### src/rtl/vga_fb_if.sv
// Frame-buffer read port and VGA output bundle between the scanout stage and its neighbours.
// The master side is the scanout engine; the slave side is the RAM plus the display sink.
interface vga_fb_if #(
    parameter int ADDR_W = 19
);
    logic              frame_ready;
    logic [7:0]        pixel_ram;
    logic [ADDR_W-1:0] addr_ram;
    logic              rd_en;
    logic [7:0]        vga_r;
    logic [7:0]        vga_g;
    logic [7:0]        vga_b;
    logic              hsync;
    logic              vsync;
    logic              blank_n;
    logic              frame_start;

    modport master (
        input  frame_ready,
        input  pixel_ram,
        output addr_ram,
        output rd_en,
        output vga_r,
        output vga_g,
        output vga_b,
        output hsync,
        output vsync,
        output blank_n,
        output frame_start
    );

    modport slave (
        output frame_ready,
        output pixel_ram,
        input  addr_ram,
        input  rd_en,
        input  vga_r,
        input  vga_g,
        input  vga_b,
        input  hsync,
        input  vsync,
        input  blank_n,
        input  frame_start
    );
endinterface

### src/rtl/vga_fb_scanout.sv
// VGA scanout of a centred IMG_W x IMG_H grey image from frame-buffer RAM.
// Syncs, blanking and pixel data leave through one output register, aligned to the RAM latency.
module vga_fb_scanout #(
    parameter int H_ACTIVE = 640,
    parameter int H_FP     = 16,
    parameter int H_SYNC   = 96,
    parameter int H_BP     = 48,
    parameter int V_ACTIVE = 480,
    parameter int V_FP     = 10,
    parameter int V_SYNC   = 2,
    parameter int V_BP     = 33,
    parameter int IMG_W    = 320,
    parameter int IMG_H    = 240,
    parameter int ADDR_W   = 19,
    parameter int RAM_LAT  = 1
) (
    input  logic      clk,
    input  logic      rst,
    vga_fb_if.master  bus
);
    localparam int H_TOTAL  = H_ACTIVE + H_FP + H_SYNC + H_BP;
    localparam int V_TOTAL  = V_ACTIVE + V_FP + V_SYNC + V_BP;
    localparam int HW       = $clog2(H_TOTAL);
    localparam int VW       = $clog2(V_TOTAL);
    localparam int X0       = (H_ACTIVE - IMG_W) / 2;
    localparam int Y0       = (V_ACTIVE - IMG_H) / 2;
    localparam int HS_FIRST = H_ACTIVE + H_FP;
    localparam int HS_LAST  = H_ACTIVE + H_FP + H_SYNC - 1;
    localparam int VS_FIRST = V_ACTIVE + V_FP;
    localparam int VS_LAST  = V_ACTIVE + V_FP + V_SYNC - 1;

    typedef struct packed {
        logic hsync_n;
        logic vsync_n;
        logic blank_n;
        logic vis;
        logic fstart;
    } stage_t;

    localparam stage_t STAGE_IDLE = '{hsync_n: 1'b1, vsync_n: 1'b1, blank_n: 1'b0,
                                      vis: 1'b0, fstart: 1'b0};

    logic [HW-1:0]     h_cnt_r;
    logic [VW-1:0]     v_cnt_r;
    logic [ADDR_W-1:0] addr_r;
    logic              show_img_r;
    stage_t            pipe_r [RAM_LAT];

    logic [7:0]        rgb_r;
    logic              hsync_r;
    logic              vsync_r;
    logic              blank_n_r;
    logic              frame_start_r;

    logic              origin_s;
    logic              win_s;
    logic              show_cur_s;
    logic [ADDR_W-1:0] addr_cur_s;
    stage_t            head_s;
    stage_t            tail_s;

    // Decode the registered beam position into timing and window flags
    always_comb begin
        origin_s       = (h_cnt_r == HW'(0)) && (v_cnt_r == VW'(0));
        win_s          = (h_cnt_r >= HW'(X0)) && (h_cnt_r < HW'(X0 + IMG_W)) &&
                         (v_cnt_r >= VW'(Y0)) && (v_cnt_r < VW'(Y0 + IMG_H));
        // frame_ready is taken at the frame origin and reused for the rest of the frame
        show_cur_s     = origin_s ? bus.frame_ready : show_img_r;
        addr_cur_s     = origin_s ? ADDR_W'(0) : addr_r;
        head_s.hsync_n = !((h_cnt_r >= HW'(HS_FIRST)) && (h_cnt_r <= HW'(HS_LAST)));
        head_s.vsync_n = !((v_cnt_r >= VW'(VS_FIRST)) && (v_cnt_r <= VW'(VS_LAST)));
        head_s.blank_n = (h_cnt_r < HW'(H_ACTIVE)) && (v_cnt_r < VW'(V_ACTIVE));
        head_s.vis     = win_s && show_cur_s;
        head_s.fstart  = origin_s;
        tail_s         = pipe_r[RAM_LAT-1];
    end

    // Horizontal and vertical beam counters
    always_ff @(posedge clk or posedge rst) begin
        if (rst) begin
            h_cnt_r <= HW'(0);
            v_cnt_r <= VW'(0);
        end else if (h_cnt_r == HW'(H_TOTAL - 1)) begin
            h_cnt_r <= HW'(0);
            if (v_cnt_r == VW'(V_TOTAL - 1)) begin
                v_cnt_r <= VW'(0);
            end else begin
                v_cnt_r <= v_cnt_r + VW'(1);
            end
        end else begin
            h_cnt_r <= h_cnt_r + HW'(1);
        end
    end

    // Incremental read address and per-frame image enable
    always_ff @(posedge clk or posedge rst) begin
        if (rst) begin
            addr_r     <= ADDR_W'(0);
            show_img_r <= 1'b0;
        end else begin
            addr_r     <= addr_cur_s + ADDR_W'(win_s);
            show_img_r <= show_cur_s;
        end
    end

    // Delay line that matches the control flags to the RAM read latency
    always_ff @(posedge clk or posedge rst) begin
        if (rst) begin
            for (int i = 0; i < RAM_LAT; i++) begin
                pipe_r[i] <= STAGE_IDLE;
            end
        end else begin
            pipe_r[0] <= head_s;
            for (int i = 1; i < RAM_LAT; i++) begin
                pipe_r[i] <= pipe_r[i-1];
            end
        end
    end

    // Output register: gate RAM data with the delayed visibility flag
    always_ff @(posedge clk or posedge rst) begin
        if (rst) begin
            rgb_r         <= 8'd0;
            hsync_r       <= 1'b1;
            vsync_r       <= 1'b1;
            blank_n_r     <= 1'b0;
            frame_start_r <= 1'b0;
        end else begin
            rgb_r         <= tail_s.vis ? bus.pixel_ram : 8'd0;
            hsync_r       <= tail_s.hsync_n;
            vsync_r       <= tail_s.vsync_n;
            blank_n_r     <= tail_s.blank_n;
            frame_start_r <= tail_s.fstart;
        end
    end

    assign bus.addr_ram    = addr_cur_s;
    assign bus.rd_en       = win_s;
    assign bus.vga_r       = rgb_r;
    assign bus.vga_g       = rgb_r;
    assign bus.vga_b       = rgb_r;
    assign bus.hsync       = hsync_r;
    assign bus.vsync       = vsync_r;
    assign bus.blank_n     = blank_n_r;
    assign bus.frame_start = frame_start_r;
endmodule

### src/flat_wrapper.sv
// flat-port wrapper written by rule: the top's interface ports become plain ports
module vga_fb_scanout_flat 
#(
    parameter int H_ACTIVE = 640,
    parameter int H_FP     = 16,
    parameter int H_SYNC   = 96,
    parameter int H_BP     = 48,
    parameter int V_ACTIVE = 480,
    parameter int V_FP     = 10,
    parameter int V_SYNC   = 2,
    parameter int V_BP     = 33,
    parameter int IMG_W    = 320,
    parameter int IMG_H    = 240,
    parameter int ADDR_W   = 19,
    parameter int RAM_LAT  = 1
)
  (clk, rst, bus_frame_ready, bus_pixel_ram, bus_addr_ram, bus_rd_en, bus_vga_r, bus_vga_g, bus_vga_b, bus_hsync, bus_vsync, bus_blank_n, bus_frame_start);
  vga_fb_if #(.ADDR_W(ADDR_W)) bus_i ();
  input  logic clk;
  input  logic rst;
  input wire logic [$bits(bus_i.frame_ready)-1:0] bus_frame_ready;
  input wire logic [$bits(bus_i.pixel_ram)-1:0] bus_pixel_ram;
  output wire logic [$bits(bus_i.addr_ram)-1:0] bus_addr_ram;
  output wire logic [$bits(bus_i.rd_en)-1:0] bus_rd_en;
  output wire logic [$bits(bus_i.vga_r)-1:0] bus_vga_r;
  output wire logic [$bits(bus_i.vga_g)-1:0] bus_vga_g;
  output wire logic [$bits(bus_i.vga_b)-1:0] bus_vga_b;
  output wire logic [$bits(bus_i.hsync)-1:0] bus_hsync;
  output wire logic [$bits(bus_i.vsync)-1:0] bus_vsync;
  output wire logic [$bits(bus_i.blank_n)-1:0] bus_blank_n;
  output wire logic [$bits(bus_i.frame_start)-1:0] bus_frame_start;
  assign bus_i.frame_ready = bus_frame_ready;
  assign bus_i.pixel_ram = bus_pixel_ram;
  assign bus_addr_ram = bus_i.addr_ram;
  assign bus_rd_en = bus_i.rd_en;
  assign bus_vga_r = bus_i.vga_r;
  assign bus_vga_g = bus_i.vga_g;
  assign bus_vga_b = bus_i.vga_b;
  assign bus_hsync = bus_i.hsync;
  assign bus_vsync = bus_i.vsync;
  assign bus_blank_n = bus_i.blank_n;
  assign bus_frame_start = bus_i.frame_start;
  vga_fb_scanout #(.H_ACTIVE(H_ACTIVE), .H_FP(H_FP), .H_SYNC(H_SYNC), .H_BP(H_BP), .V_ACTIVE(V_ACTIVE), .V_FP(V_FP), .V_SYNC(V_SYNC), .V_BP(V_BP), .IMG_W(IMG_W), .IMG_H(IMG_H), .ADDR_W(ADDR_W), .RAM_LAT(RAM_LAT)) u_core (.clk(clk), .rst(rst), .bus(bus_i));
endmodule
### config.mk
export PLATFORM = sky130hd
export DESIGN_NAME = vga_fb_scanout_flat
export DESIGN_NICKNAME = d
export VERILOG_FILES = /design/src/rtl/vga_fb_if.sv /design/src/rtl/vga_fb_scanout.sv /design/src/flat_wrapper.sv
export SDC_FILE = /design/constraint.sdc
export NUM_CORES = 1
export LEC_CHECK = 0
export ABC_AREA = 1
export CAP_MARGIN = 20
export CORE_ASPECT_RATIO = 0.5
export CORE_MARGIN = 10
export CORE_UTILIZATION = 56
export DETAILED_ROUTE_END_ITERATION = 10
export PLACE_DENSITY = 0.88
export SYNTH_ARGS = -nofsm -noshare
export SYNTH_HDL_FRONTEND = slang
export SYNTH_SLANG_ARGS = --single-unit
### constraint.sdc
create_clock -name clk -period 4.11 [get_ports clk]
set_clock_uncertainty 0.15 [all_clocks]
set_input_delay 0.6165 -clock clk [delete_from_list [all_inputs] [get_ports clk]]
set_output_delay 0.6165 -clock clk [all_outputs]
set_load 0.005 [all_outputs]
==> results.json, run 1 <==
{
  "clkLatencyLatePin_ns": 0.32,
  "drtAntennaViolNets": 0,
  "cts-root-buf": "clkbuf_16",
  "yosys.area.top_type": "dfrtp_1",
  "synthMuxAreaShare_pct": 0,
  "area_delta_synth_final_pct": 25.2,
  "ir_worst_vdd_mv": 0.217,
  "hold_violations": 0,
  "tritoncts": "yes",
  "status": "finished, final reports clean",
  "synth_cell_type_count": 37,
  "max_cap_violations": 0,
  "port_buffers": 58,
  "ys_top_cells_by_count": "nand2_1 (68), inv_1 (58), dfrtp_1 (53)",
  "multi_input_area_um2": 1310,
  "synth_compound_area_share_pct": 3.70,
  "layout.nets": 430,
  "p_per_area_nw_per_um2": 326,
  "rsz0062_at_grt": "no",
  "critical_path.cell_chain": "inv_1, ha_1, nand2_1, inv_1, nand2_1, nor2_1, nand3_4, nand2_1, inv_1, clkdlybuf4s50_1",
  "h-tree-depth": 3,
  "synth-edff-count": 0,
  "post_drt_wl_per_cell_um": 15.6,
  "fin_crit_sh_pct": 83.7,
  "drc": 0,
  "grt-ovfl-total": 0,
  "post_cts_buffers": 0,
  "critical_path_class": "reg -> out",
  "grt_pass1_vias": 2601,
  "synth-xor-area-share_pct": 5.29,
  "clkTransAtPathRegs_ns": 0.05,
  "ys_async_sr_fraction_pct": 100,
  "slowest_stage": "clkdlybuf4s50_1",
  "num_rows": 19,
  "gp_congestion": 0.945,
  "cts_resized": 0,
  "worstSetupPathDepth": 10,
  "grt_use_met2_pct": 32.5,
  "die_area_um2": 9200,
  "synth_fa_ha_area_share_pct": 2.39,
  "start_util_pct": 57.6,
  "final.setup.tns_ns": 0,
  "first_pass_iters": 5,
  "yosysTopAreaCellShare_pct": 42.1,
  "regArea_um2": 1430,
  "cts.sinks": 57,
  "drive_above_1_share_pct": 15.8,
  "synthCells": 363,
  "synth-simple-area-share_pct": 30.2,
  "finalCriticalPeriod_ns": 3.44,
  "seq_area_frac_synth_pct": 45.5,
  "pin_count": 59,
  "path_buf_inv": 4,
  "routed_wl_um": 7640,
  "netlist_area_um2": 3150,
  "synth.most_common_cell": "nand2_1",
  "vias_per_cell": 5.17,
  "worstSetupEndpointType": "output port",
  "grt_max_degree": 38,
  "synth_warnings": 0,
  "synth-main-ff-cell": "dfrtp_1",
  "syn_avg_cell_area_um2": 8.67,
  "tightest_slew_ns": 0.760,
  "crit_arrival_ns": 2.67,
  "design.core.area_um2": 5470,
  "cts_made_buffers": 9,
  "clk_path_buf_depth": 2,
  "critPathMaxFanout": 37,
  "synth-seq-cells": 57,
  "antenna_found_initial": 0,
  "setup_violations": 0,
  "holdPathStages": 0,
  "num_vias": 2531,
  "final_core_util_pct": 72.1,
  "fmax_ghz": 0.291,
  "hold_path_class": "reg -> reg",
  "grt.total_usage_pct": 17.3,
  "grt_use_met1_pct": 17.8,
  "leakage_nw": 1.96,
  "syn_nets": 380,
  "holdBufCountCts": 0,
  "die_h_um": 73.0,
  "critPathTopFamily": "simple AND/OR/NAND/NOR gates",
  "gr-usage-met3_pct": 5.15,
  "drt_iter0_drc": 336,
  "dp_hpwl_um": 5290,
  "critPathMaxStageDelay_ns": 0.46,
  "netlist_top_cells_area": "dfrtp_1 (42%), nand2_1 (8.1%), inv_1 (6.9%)",
  "critical_path_required_ns": 3.34,
  "fp.dieW_um": 126,
  "worst_setup_path_start_kind": "flop",
  "maxSlewViolCount": 0,
  "reg2regPathDepth": 17,
  "grt_pass1_wl_um": 12900,
  "slew-limit-headroom_pct": 49.2,
  "antennaDiodeCount": 0,
  "synth_top_family_by_area": "simple AND/OR/NAND/NOR gates",
  "fillers": 354,
  "busiest_layer": "met2"
}
## final timing paths
kind,from,end,slack [ns]
min in group asynchronous,rst,u_core.addr_r[3]$_DFF_PP0_,0.61
hold reg to reg,u_core.pipe_r[2]$_DFF_PP0_,u_core.bus.blank_n$_DFF_PP0_,0.20
max in group asynchronous,rst,u_core.addr_r[4]$_DFF_PP0_,2.44
setup reg to reg,u_core.v_cnt_r[0]$_DFFE_PP0N_,u_core.addr_r[12]$_DFF_PP0_,1.02
hold / removal,u_core.pipe_r[2]$_DFF_PP0_,u_core.bus.blank_n$_DFF_PP0_,0.20
setup / recovery,u_core.v_cnt_r[0]$_DFFE_PP0N_,bus_addr_ram[18],0.67
## sequential cells by signal, summed over array words and instances, names as in the netlist
register and flops:
u_core.bus.hsync 1, u_core.pipe_r 5, u_core.v_cnt_r 10, u_core.h_cnt_r 10, u_core.bus.vsync 1, u_core.addr_r 19
u_core.bus.blank_n 1, u_core.bus.vga_b 8, u_core.show_img_r 1, u_core.bus.frame_start 1
## logic make-up after synthesis
family,count (synthesis)
adder cells (fa/ha/maj),6
flip-flops,57
XOR/XNOR,19
AO/OA/AOI/OAI,19
AND/OR/NAND/NOR,177
buffers and inverters,85
## final cells by class
type	instances	share of cell area, %
Sequential cell	57	36.3
Multi-Input combinational cell	221	33.2
Timing Repair Buffer	59	14.9
Inverter	65	6.19
Clock buffer	11	5.90
Tap cell	73	2.32
Clock inverter	4	1.14
## cells in the final DEF (no fill, tap or decap), types with 5 or more instances in the layout
| cell type | instances |
|---|---|
| nor2_4 | 7 |
| nand2_1 | 68 |
| nor3_1 | 11 |
| nand4_1 | 6 |
| a21oi_1 | 5 |
| inv_2 | 8 |
| xor2_1 | 19 |
| nand2_2 | 7 |
| nand3_2 | 5 |
| ha_1 | 6 |
| nand3_1 | 22 |
| dfrtp_1 | 53 |
| o21ai_0 | 6 |
| nor2_2 | 9 |
| inv_1 | 57 |
| clkdlybuf4s50_1 | 58 |
| clkbuf_16 | 9 |
| nor2_1 | 29 |
## report_power, final
group / switching, mW / leakage, nW / internal (mW) / total, mW
Combinational: 0.0125 / 1.06 / 0.00931 / 0.0218
Sequential: 0.000103 / 0.756 / 0.563 / 0.563
Clock: 0.240 / 0.139 / 0.462 / 0.702
## metrics by stage
step                      instance area (um^2)  hold slack, ns  cells  setup WS [ns]  power [mW]
after floorplan                           3150           0.181    363           1.43       0.581
after global placement                    3660           0.184    475           1.17       0.594
after detailed placement                  3660           0.190    475           1.11       0.594
after CTS                                 3940           0.201    490          0.695        1.29
after global routing                      3940           0.201    490          0.499        1.33
final                                     3940           0.197    490          0.669        1.29
## metal layers
metal	vias up	share of wire, %
met2	109	53
li1	1207	-
met5	-	0
met3	21	5.9
met4	0	2.8
met1	1194	38
No activity file was read; power rests on OpenSTA's default activity.
==> run 2: changes to the inputs <==
- CORE_UTILIZATION: 56 -> 52
- PLACE_DENSITY: 0.88 -> 0.83
- clock period: 4.11 -> 3.5 ns (I/O delays scaled with it)
==> results.json, run 2 (same netlist as run 1, synthesis figures left out) <==
{
  "cts.sinks": 57,
  "critical_path.cell_chain": "inv_1, ha_1, nand2_1, inv_1, nand2_1, nor2_1, nand3_4, nand2_1, inv_1, clkdlybuf4s50_1",
  "p_per_area_nw_per_um2": 407,
  "die_h_um": 75.0,
  "antennaDiodeCount": 0,
  "gp_congestion": 0.927,
  "clkLatencyLatePin_ns": 0.32,
  "num_rows": 19,
  "worst_setup_path_start_kind": "flop",
  "p_total_mw": 1.63,
  "worstSetupEndpointType": "output port",
  "status": "finished, final reports clean",
  "drt_iter0_drc": 258,
  "grt_pass1_wl_um": 12200,
  "num_vias": 2495,
  "hold_violations": 0,
  "vias_per_cell": 5.06,
  "critical_path_required_ns": 2.82,
  "post_drt_wl_per_cell_um": 14.8,
  "grt_use_met1_pct": 16.5,
  "leakage_nw": 1.98,
  "design.core.area_um2": 5660,
  "port_buffers": 58,
  "grt_max_degree": 38,
  "die_area_um2": 9750,
  "gr-usage-met3_pct": 4.56,
  "clk_path_buf_depth": 2,
  "clkTransAtPathRegs_ns": 0.05,
  "antenna_found_initial": 0,
  "h-tree-depth": 3,
  "rsz0062_at_grt": "no",
  "critical_path_class": "reg -> out",
  "post_cts_buffers": 0,
  "grt_use_met2_pct": 30.3,
  "first_pass_iters": 4,
  "hold_path_class": "reg -> reg",
  "max_cap_violations": 0,
  "dp_hpwl_um": 5250,
  "critPathMaxStageDelay_ns": 0.46,
  "crit_arrival_ns": 2.60,
  "slowest_stage": "clkdlybuf4s50_1",
  "maxSlewViolCount": 0,
  "start_util_pct": 55.6,
  "finalCriticalPeriod_ns": 3.28,
  "fin_crit_sh_pct": 93.7,
  "drive_above_1_share_pct": 16.2,
  "r2r_setup_slack_ns": 0.46,
  "fmax_ghz": 0.305,
  "ir_worst_vdd_mv": 0.360,
  "routed_wl_um": 7290,
  "drtAntennaViolNets": 0,
  "cts_resized": 0,
  "fp.dieW_um": 130,
  "slew-limit-headroom_pct": 57.9,
  "largest_reg_flops": 19,
  "layout.nets": 432,
  "regMostFlops": "u_core.addr_r",
  "busiest_layer": "met2",
  "final_common_cell": "nand2_1",
  "tritoncts": "yes",
  "grt_pass1_vias": 2612,
  "grt-ovfl-total": 0,
  "cts_made_buffers": 9,
  "critPathMaxFanout": 19,
  "largest_registers": "u_core.addr_r (19), u_core.h_cnt_r (10), u_core.v_cnt_r (10)",
  "grt.total_usage_pct": 15.9,
  "final.setup.tns_ns": 0,
  "cts-root-buf": "clkbuf_16",
  "holdBufCountCts": 0,
  "pin_count": 59,
  "setup_violations": 0,
  "most-common-layout-cells": "nand2_1 (68), clkdlybuf4s50_1 (58), inv_1 (57)",
  "area_delta_synth_final_pct": 27.3,
  "tightest_slew_ns": 0.623,
  "drc": 0
}
run 2: area by class of cell:
class	count	area [um^2]
Fill cell	414	1650
Sequential cell	57	1430
Multi-Input combinational cell	222	1320
Timing Repair Buffer	60	596
Clock buffer	14	264
Inverter	65	244
Tap cell	73	91.3
Clock inverter	2	60.1
run 2: worst paths after layout:
kind / from / to / cells after the start
worst max-delay path: u_core.v_cnt_r[0]$_DFFE_PP0N_ / bus_addr_ram[18] / 10
worst min-delay path: u_core.pipe_r[2]$_DFF_PP0_ / u_core.bus.blank_n$_DFF_PP0_ / 0
worst max register to register: u_core.v_cnt_r[0]$_DFFE_PP0N_ / u_core.addr_r[12]$_DFF_PP0_ / 17
worst min register to register: u_core.pipe_r[2]$_DFF_PP0_ / u_core.bus.blank_n$_DFF_PP0_ / 0
max in group asynchronous: rst / u_core.bus.vsync$_DFF_PP1_ / 3
min in group asynchronous: rst / u_core.bus.vga_b[0]$_DFF_PP0_ / 2
run 2: report_power, final:
part | total [mW] | switching [mW] | internal, mW | leakage, nW
clock network | 0.944 | 0.283 | 0.662 | 0.157
registers | 0.661 | 0.000227 | 0.661 | 0.756
logic | 0.0263 | 0.0147 | 0.0116 | 1.07
total | 1.63 | 0.298 | 1.33 | 1.98
run 2: per-layer routing:
metal,part of all wire (%),vias up
li1,-,1219
met1,40,1201
met2,53,63
met3,5.1,12
met4,1.6,0
met5,0,-
run 2: stage by stage:
step                hold WS [ns]  worst slack [ns]  util, %  cells  instance area (um^2)
finish                     0.195             0.221     70.8    493                  4010
global route               0.201            0.0231     70.8    493                  4010
CTS                        0.196             0.201     70.6    492                  4000
detailed placement         0.185             0.501     64.9    476                  3670
global placement           0.182             0.617     64.9    476                  3670
floorplan                  0.181             0.824        -    363                  3150
run 2: critical path, delay by kind of cell (launching register included):
| kind | cells | cell delay [ns] |
|---|---|---|
| flip-flops | 1 | 0.38 |
| adder cells (fa/ha/maj) | 1 | 0.22 |
| buffers and inverters | 4 | 0.72 |
| AND/OR/NAND/NOR | 5 | 0.95 |
==> run 3: changes to the inputs <==
- ABC_AREA: 1 -> default
- CORE_UTILIZATION: 52 -> 51
- PLACE_DENSITY: 0.83 -> 0.82
==> results.json, run 3 <==
{
  "fmax_ghz": 0.318,
  "yosys.area.top_type": "dfrtp_1",
  "synth-seq-cells": 57,
  "die_h_um": 73.5,
  "num_vias": 2300,
  "synth.most_common_cell": "dfrtp_1",
  "grt_pass1_wl_um": 11500,
  "hold_violations": 0,
  "num_rows": 19,
  "fin_crit_sh_pct": 89.8,
  "critPathMaxFanout": 17,
  "cts.sinks": 57,
  "reg2regPathDepth": 9,
  "maxSlewViolCount": 0,
  "syn_avg_cell_area_um2": 9.85,
  "synth-edff-count": 0,
  "seq_area_frac_synth_pct": 49.0,
  "fin_ws_ns": 0.357,
  "largest_registers": "u_core.addr_r (19), u_core.h_cnt_r (10), u_core.v_cnt_r (10)",
  "cts_resized": 0,
  "tightest_slew_ns": 0.707,
  "worst_setup_path_start_kind": "flop",
  "start_util_pct": 53.0,
  "hold_path_class": "reg -> reg",
  "most-common-layout-cells": "clkdlybuf4s50_1 (58), dfrtp_1 (53), nor2_1 (30)",
  "netlist_top_cells_area": "dfrtp_1 (45%), xnor2_1 (4.8%), buf_4 (4.4%)",
  "drive_above_1_share_pct": 9.28,
  "crit_arrival_ns": 2.47,
  "synth_warnings": 0,
  "status": "finished, final reports clean",
  "holdPathStages": 0,
  "grt-ovfl-total": 0,
  "synth_cell_type_count": 48,
  "min_to": "u_core.bus.frame_start$_DFF_PP0_",
  "regMostFlops": "u_core.addr_r",
  "synth-main-ff-cell": "dfrtp_1",
  "post_cts_buffers": 0,
  "worstSetupEndpointType": "output port",
  "synthCells": 297,
  "grt_max_degree": 58,
  "die_area_um2": 9350,
  "grt.total_usage_pct": 15.4,
  "vias_per_cell": 5.50,
  "pre_cts_slack_ns": 0.661,
  "critical_path_required_ns": 2.82,
  "cts-root-buf": "clkbuf_16",
  "final_common_cell": "clkdlybuf4s50_1",
  "critical_path_class": "reg -> out",
  "ir_worst_vdd_mv": 0.293,
  "drtAntennaViolNets": 0,
  "port_buffers": 58,
  "layout.nets": 357,
  "hp-start": "u_core.pipe_r[0]$_DFF_PP0_",
  "clk_path_buf_depth": 2,
  "yosysTopAreaCellShare_pct": 45.4,
  "slew-limit-headroom_pct": 52.9,
  "ys_async_sr_fraction_pct": 100,
  "syn_nets": 314,
  "p_per_area_nw_per_um2": 399,
  "post_drt_wl_per_cell_um": 16.7,
  "rsz0062_at_grt": "no",
  "dp_hpwl_um": 4740,
  "finalCriticalPeriod_ns": 3.14,
  "fillers": 412,
  "drt_iter0_drc": 291,
  "largest_reg_flops": 19,
  "tritoncts": "yes",
  "timing.rr.start": "u_core.v_cnt_r[3]$_DFFE_PP0N_",
  "final.setup.tns_ns": 0,
  "setup_violations": 0,
  "grt_pass1_vias": 2258,
  "pin_count": 59,
  "holdBufCountCts": 0,
  "ys_top_cells_by_count": "dfrtp_1 (53), nor2_1 (31), buf_4 (17), nand2_1 (17), nand3_1 (17)",
  "leakage_nw": 1.63,
  "antennaDiodeCount": 0,
  "routed_wl_um": 6970,
  "h-tree-depth": 3,
  "max_cap_violations": 0,
  "first_pass_iters": 6,
  "netlist_area_um2": 2920,
  "clkLatencyLatePin_ns": 0.33,
  "fp.dieW_um": 127,
  "reg2reg_to": "u_core.addr_r[14]$_DFF_PP0_",
  "r2r_setup_slack_ns": 0.60,
  "drc": 0,
  "area_delta_synth_final_pct": 26.9,
  "cts_made_buffers": 9,
  "design.core.area_um2": 5520,
  "gp_congestion": 0.847,
  "clkTransAtPathRegs_ns": 0.05,
  "antenna_found_initial": 0
}
==> run 3: cell types whose count changed after synthesis, sizes merged, moves of 6 or more <==
cell   delta
inv      -51
nand3    -11
and2      +8
buf       +6
nor2b    +16
nor2     -14
nand4     +6
xor2     -12
xnor2    +16
nand2    -62
==> run 3: power by group <==
part	leakage, nW	internal, mW	total, mW	switching [mW]
Combinational	0.741	0.0107	0.0249	0.0142
Sequential	0.756	0.661	0.661	0.000100
Clock	0.131	0.517	0.794	0.277
==> run 3: through the flow <==
step                area, um^2  std cells  power (mW)  hold WS (ns)  utilization, %
floorplan                 2920        297       0.682         0.181               -
global placement          3440        402       0.697         0.183            62.3
detailed placement        3440        402       0.698         0.186            62.3
CTS                       3710        418        1.49         0.196            67.3
global route              3710        418        1.53         0.211            67.3
finish                    3710        418        1.48         0.194            67.3
==> run 3: cells by family (layout without fill, tap and decap cells) <==
family          Yosys count  after routing  share of synthesized area [%]
mux                       4              4                           1.45
fa+ha+maj                 6              6                           2.57
buf+inv                  43             91                           8.04
compound gates           28             28                           6.03
simple gates            136            136                           26.1
xor+xnor                 23             23                           6.89
flops                    57             57                           49.0
==> run 3: metal layers <==
metal | vias up | track usage, % | wire, um
met5 | - | 0 | 0
met4 | 0 | 7.53 | 151
met1 | 1113 | 15.5 | 2760
li1 | 1089 | - | -
met2 | 77 | 28.4 | 3660
met3 | 21 | 5.38 | 392
==> run 3: how the worst max path moves through the flow <==
stage	from	end	slack (ns)	cells after the start
after floorplan	u_core.v_cnt_r[3]$_DFFE_PP0N_	u_core.addr_r[18]$_DFF_PP0_	0.74	9
after global placement	u_core.v_cnt_r[3]$_DFFE_PP0N_	u_core.addr_r[18]$_DFF_PP0_	0.73	8
after CTS	u_core.v_cnt_r[1]$_DFFE_PP0N_	bus_addr_ram[1]	0.34	8
after global routing	u_core.h_cnt_r[0]$_DFF_PP0_	bus_addr_ram[2]	0.17	7
after detailed placement	u_core.v_cnt_r[3]$_DFFE_PP0N_	u_core.addr_r[14]$_DFF_PP0_	0.66	9
final	u_core.v_cnt_r[1]$_DFFE_PP0N_	bus_addr_ram[1]	0.36	8
==> run 3: final cells by class <==
class / count / area, um^2 / share of cell area, %
clock buffers: 16 / 272 / 7.32
inverters: 14 / 52.6 / 1.42
multi-input cells: 197 / 1260 / 34.0
flip-flops and latches: 57 / 1430 / 38.6
well taps: 73 / 91.3 / 2.46
repair buffers: 61 / 603 / 16.3
==> run 3: worst max-delay path: stages (launching register included) <==
cell             delay [ns]
dfrtp_1                0.41
inv_1                  0.08
ha_1                   0.13
nor2b_1                0.28
nand4_1                0.23
nor2_2                 0.20
buf_4                  0.24
nor2b_1                0.09
clkdlybuf4s50_1        0.47
